==> config.mk <==
export PLATFORM = sky130hd
export DESIGN_NAME = mem_access_unit
export DESIGN_NICKNAME = d
export VERILOG_FILES = /design/src/rtl/mips_pkg.sv /design/src/rtl/lsu_align.sv /design/src/rtl/mem_access_unit.sv
export SDC_FILE = /design/constraint.sdc
export NUM_CORES = 1
export LEC_CHECK = 0
export ABC_AREA = 1
export CAP_MARGIN = 20
export CORE_MARGIN = 3
export CORE_UTILIZATION = 41
export CTS_BUF_LIST = sky130_fd_sc_hd__clkbuf_16
export DETAILED_ROUTE_END_ITERATION = 7
export PLACE_DENSITY = 0.8
export SLEW_MARGIN = 20
export SYNTH_ARGS = -nofsm -noshare
export SYNTH_HDL_FRONTEND = slang
export SYNTH_SLANG_ARGS = --single-unit
==> constraint.sdc <==
create_clock -name clk -period 1.79 [get_ports clk]
set_input_delay 0.2685 -clock clk [delete_from_list [all_inputs] [get_ports clk]]
set_output_delay 0.2685 -clock clk [all_outputs]
set_load 0.005 [all_outputs]
==> src/rtl/mips_pkg.sv <==
// Shared definitions for the MEM stage: access sizes, FSM states and the
// registered data-memory request.
package mips_pkg;

   localparam logic [1:0] SZ_B = 2'b00;
   localparam logic [1:0] SZ_H = 2'b01;
   localparam logic [1:0] SZ_W = 2'b10;

   typedef enum logic [1:0] {
      IDLE = 2'b00,
      REQ  = 2'b01,
      DONE = 2'b10
   } state_t;

   typedef struct packed {
      logic [31:0] addr;
      logic        we;
      logic [3:0]  be;
      logic [31:0] wdata;
   } dmem_req_t;

endpackage

==> src/rtl/lsu_align.sv <==
// Byte-lane steering for stores, load extract/extend, and misalignment check.
// Size 2'b11 falls into the word case.
module lsu_align
   import mips_pkg::*;
(
   input  logic [1:0]  addr_lo,
   input  logic [1:0]  size,
   input  logic        is_unsigned,
   input  logic [31:0] wd,
   input  logic [31:0] rdata,
   output logic [3:0]  be,
   output logic [31:0] wdata,
   output logic [31:0] ldata,
   output logic        misalign
);

   logic [31:0] shifted;

   always_comb begin
      shifted  = rdata >> {addr_lo, 3'b000};
      be       = 4'b1111;
      wdata    = wd;
      ldata    = shifted;
      misalign = 1'b0;
      case (size)
         SZ_B: begin
            be    = 4'b0001 << addr_lo;
            wdata = {4{wd[7:0]}};
            ldata = {{24{~is_unsigned & shifted[7]}}, shifted[7:0]};
         end
         SZ_H: begin
            be       = addr_lo[1] ? 4'b1100 : 4'b0011;
            wdata    = {2{wd[15:0]}};
            ldata    = {{16{~is_unsigned & shifted[15]}}, shifted[15:0]};
            misalign = addr_lo[0];
         end
         default: begin
            misalign = |addr_lo;
         end
      endcase
   end

endmodule

==> src/rtl/mem_access_unit.sv <==
// MEM stage: runs one req/ack data-memory access per load/store, stalling
// upstream and sending bubbles to MEMWB until the access completes.
module mem_access_unit
   import mips_pkg::*;
#(
   parameter int TIMEOUT = 255,
   parameter int TO_W    = 8
) (
   input  logic        clk,
   input  logic        rst,
   input  logic [31:0] alu_result,
   input  logic [31:0] write_data,
   input  logic [4:0]  Dest,
   input  logic        RegWrite,
   input  logic        Jump,
   input  logic        MemtoReg,
   input  logic        MemRead,
   input  logic        MemWrite,
   input  logic [1:0]  mem_size,
   input  logic        mem_unsigned,
   output logic        dmem_req,
   output logic        dmem_we,
   output logic [31:0] dmem_addr,
   output logic [3:0]  dmem_be,
   output logic [31:0] dmem_wdata,
   input  logic [31:0] dmem_rdata,
   input  logic        dmem_ack,
   output logic [31:0] read_data,
   output logic [31:0] alu_result_out,
   output logic [4:0]  Dest_out,
   output logic        RegWrite_out,
   output logic        Jump_out,
   output logic        MemtoReg_out,
   output logic        stall,
   output logic        misalign_exc,
   output logic        bus_err
);

   state_t          state, state_nx;
   logic [TO_W-1:0] to_cnt;
   logic [31:0]     rdata_q;
   dmem_req_t       req_q;

   logic        mem_op, mis, to_hit;
   logic [3:0]  be;
   logic [31:0] wdata, ldata;

   assign mem_op = MemRead | MemWrite;

   lsu_align u_align (
      .addr_lo     (alu_result[1:0]),
      .size        (mem_size),
      .is_unsigned (mem_unsigned),
      .wd          (write_data),
      .rdata       (rdata_q),
      .be          (be),
      .wdata       (wdata),
      .ldata       (ldata),
      .misalign    (mis)
   );

   assign dmem_req   = (state == REQ);
   assign dmem_we    = req_q.we;
   assign dmem_addr  = req_q.addr;
   assign dmem_be    = req_q.be;
   assign dmem_wdata = req_q.wdata;

   // Last cycle allowed without ack; an ack in that same cycle still wins.
   assign to_hit = (state == REQ) && !dmem_ack && (to_cnt == TO_W'(TIMEOUT - 1));

   always_ff @(posedge clk) begin
      if (rst) begin
         state   <= IDLE;
         to_cnt  <= '0;
         rdata_q <= '0;
         req_q   <= '0;
      end else begin
         state <= state_nx;
         if (state == IDLE && mem_op && !mis)
            req_q <= '{addr: {alu_result[31:2], 2'b00}, we: MemWrite, be: be, wdata: wdata};
         if (state == REQ && !dmem_ack)
            to_cnt <= to_cnt + 1'b1;
         else
            to_cnt <= '0;
         if (state == REQ && dmem_ack)
            rdata_q <= dmem_rdata;
      end
   end

   always_comb begin
      state_nx       = state;
      stall          = 1'b0;
      misalign_exc   = 1'b0;
      bus_err        = 1'b0;
      alu_result_out = alu_result;
      Dest_out       = Dest;
      MemtoReg_out   = MemtoReg;
      RegWrite_out   = RegWrite;
      Jump_out       = Jump;
      read_data      = '0;
      case (state)
         IDLE: begin
            if (mem_op) begin
               RegWrite_out = 1'b0;
               Jump_out     = 1'b0;
               if (mis) begin
                  misalign_exc = 1'b1;
               end else begin
                  stall    = 1'b1;
                  state_nx = REQ;
               end
            end
         end
         REQ: begin
            RegWrite_out = 1'b0;
            Jump_out     = 1'b0;
            if (dmem_ack) begin
               stall    = 1'b1;
               state_nx = DONE;
            end else if (to_hit) begin
               bus_err  = 1'b1;
               state_nx = IDLE;
            end else begin
               stall = 1'b1;
            end
         end
         DONE: begin
            read_data = MemRead ? ldata : 32'h0;
            state_nx  = IDLE;
         end
         default: state_nx = IDLE;
      endcase
   end

endmodule

==> summary.md <==
| Metric | Value |
|---|---|
| Core box area | about 13000 um^2 |
| Final setup fails | 31 |
| WL/cell | between 15 and 20 um |
| Violated checks | setup timing |
| Post-Route WL | 21800 um |
| Switching Fraction | ~28% |
| Synth Warn # | 0 |
| Total gr overflow | 0 |
| DRT Pass-1 Iters | 6 |
| Maximum root-to-sink buffer count | 2 |
| Syn Inst Count | 783 |
| Max-Cap Viols | 0 |
| Fmax | 480 MHz |
| Clock power share | a little under a third |
| Pin count of the biggest net entering global routing | 57 |
| Post-route minimum period | 2080 ps |
| Clock Skew | between 9 and 10 ps |
| Layout cell share with drive strength beyond 1 | 23.9% |
| Initial Util | between 40% and 50% |
| Placed cells | approximately 1.2k |
| Post-synthesis cell area | 5400 um^2 |
| Synth Flop Type | dfxtp_1 |
| Final TNS setup | -6170 ps |
| Area leader, netlist | dfxtp_1 |
| PD cells | about 700 nW/um^2 |
| Iteration-0 DRC Markers | roughly 600 |
| Routability Congestion | ~0.94 |
| EDFF count, synth | 0 |
| Vias in the first global route | around 6.1k |
| Final WS setup | -295 ps |
| Fin area | 9100 um^2 |
| IO Pins | about 260 |
| Crit path kind | flop to primary output |
| Max-slew headroom | between 60% and 70% |
| HP Class | input pin to flop |
| Die height | about 120 um |
| Sequential share of power | 42.1% |
| Peak VDD IR | roughly 430 uV |
| CTS tree | built |
| Total clock sinks | roughly 110 |
| Die ar. | 14600 um^2 |
| Slew @ Worst Pin | about 560 ps |
| Distinct cells, synth | 34 |
| Ys async rst share | 0% |
| Final HPWL DP | ~14000 um |
| Most frequent cell after synthesis | nor2_1 |
| Final Max Slew Viols | 0 |
| Tot Pwr | ~0.0065 W |
| Net switching power | about 0.0018 W |
| Clock Latency Late Sink | about 350 ps |
| GRT Total Usage | 26.7% |
| Status | finished with violations |
| Residual DRC count | 0 |
| Nets@finish | roughly 1.2k |
| Data required time of the worst path | 1520 ps |
| CP arrival | approximately 1800 ps |
| Clock-pin transition on the worst setup and hold timing paths | about 70 ps |
| Vias per cell | roughly 5.3 |
| Vias | 6577 |
| Final Hold Viols | 0 |
| Port Buffers | about 240 |
| Hold slack | about 450 ps |
| Int Pwr | about 0.0046 W |
| Hold bufs inserted after CTS | 0 |
| Pleak | around 3.8 nW |
| Synth top area share | 40.4% |
| Commonest cells in the synthesized netlist | nor2_1, nand2_1, dfxtp_1, o21ai_0, a21oi_1 |
| Worst Setup Start Kind | flop |
| First-pass GRT wire length | between 30000 and 40000 um |
| Clock root buffer | clkbuf_16 |
| Comb pwr share | roughly a quarter |
| CTS HTree Levels | 3 |
| Die X | 121 um |
| Syn-to-layout area delta | 68.5% |
| ANT nets after route | 0 |
| Rows | 41 |
| RSZ-0062 raised after global routing | true |
| Seq/Total Area, Yosys | between 40% and 50% |
| Syn Area/Cell | between 6 and 7 um^2 |
| Flip-flop and latch count after synthesis | 109 |
| Finished Layout Cells | approximately 1.2k |
| Final Cycle Share | 116% |
| Area after DPL | just over 8000 um^2 |
| Endpoint class of the critical path | primary output |
| CP Max Fanout | 6 |
| CTS Buf Count | 9 |
| Synth area leaders | dfxtp_1, nor2_1, o21ai_0 |
| Number of antenna violations at the first check in global routing | 1 |
-- registers in the layout, summed over array words and instances, names as in the netlist --
name and count:
rdata_q 32, to_cnt 8, dmem_we 1, dmem_addr 30
dmem_be 4, state 2, dmem_wdata 32
-- critical path, cell delays in order (launching register included) --
cell      delay [ps]
dfxtp_2          330
nand3b_1         260
buf_12           190
buf_6            120
buf_8            130
buf_12           140
a21oi_4          140
buf_2            140
-- kinds of logic (layout without fill, tap and decap cells) --
family,after synthesis,after routing,share of synthesized area (%)
and+or+nand+nor,314,316,23.8
AOI/OAI and AO/OA,205,205,20.4
buffers and inverters,150,433,14.6
DFF,109,109,40.4
adders and majority gates,2,2,0.464
xor gates and xnor gates,2,2,0.325
other,1,3,0.0695
-- path summary, 6_finish.rpt --
| path | to | depth (start not counted) | start | slack [ps] |
|---|---|---|---|---|
| min reg2reg | dmem_be[3] | 2 | dmem_be[3] | 470 |
| min | dmem_we | 4 | MemWrite | 450 |
| max | read_data[1] | 7 | state[0] | -290 |
| max reg2reg | rdata_q[23] | 11 | rdata_q[23] | 110 |
-- metrics by stage --
step           util [%]  worst slack [ps]
2_1_floorplan         -               289
3_3_place_gp       63.3              -674
3_5_place_dp       63.3              -695
4_1_cts            69.7              -193
5_1_grt            71.5              -355
6_report           71.5              -295
-- what timing repair did --
item	CTS	global route
pin swaps	35	24
resized for setup	214	74
endpoints found under the setup margin	89	58
cloned	4	0
buffers inserted	40	16
-- layer usage --
layer | routed length (um) | vias to the layer above | GRT usage (%)
met1 | 8210 | 3005 | 31.2
met5 | 0 | - | 0
met3 | 1890 | 98 | 5.38
met2 | 10600 | 416 | 45.8
li1 | - | 3058 | -
met4 | 1040 | 0 | 14.4
-- cell type report --
type | count | area (um^2)
inverters | 60 | 235
flip-flops and latches | 109 | 2200
clock inverters | 7 | 71.3
fillers | 971 | 3630
multi-input cells | 527 | 2820
clock buffers | 9 | 225
well taps | 172 | 215
repair buffers | 357 | 3330
diodes | 1 | 2.50
-- layout by cell type (no fill, tap or decap), drive strengths merged, types with 2 or more instances in the layout --
master | netlist | final
clkbuf | 30 | 15
a21oi | 70 | 70
nand2 | 135 | 136
clkinv | 0 | 2
nand3 | 22 | 23
conb | 1 | 2
dfxtp | 109 | 109
ha | 2 | 2
clkdlybuf4s50 | 0 | 198
inv | 60 | 64
o211ai | 6 | 6
a211oi | 8 | 8
nand4 | 2 | 2
nor2 | 152 | 152
a22oi | 14 | 14
dlygate4sd2 | 0 | 7
buf | 60 | 144
o21ai | 105 | 105
a21boi | 2 | 2
-- power groups by stage --
stage	clock network (W)	logic [W]	registers (W)
6_report	0.00203	0.00171	0.00272
5_1_grt	0.00215	0.00184	0.00274
4_1_cts	0.00205	0.00162	0.00272
3_5_place_dp	0	0.00151	0.00277
3_3_place_gp	0	0.00150	0.00276
2_1_floorplan	0	0.000650	0.00277
(Power assumes the default switching activity.)
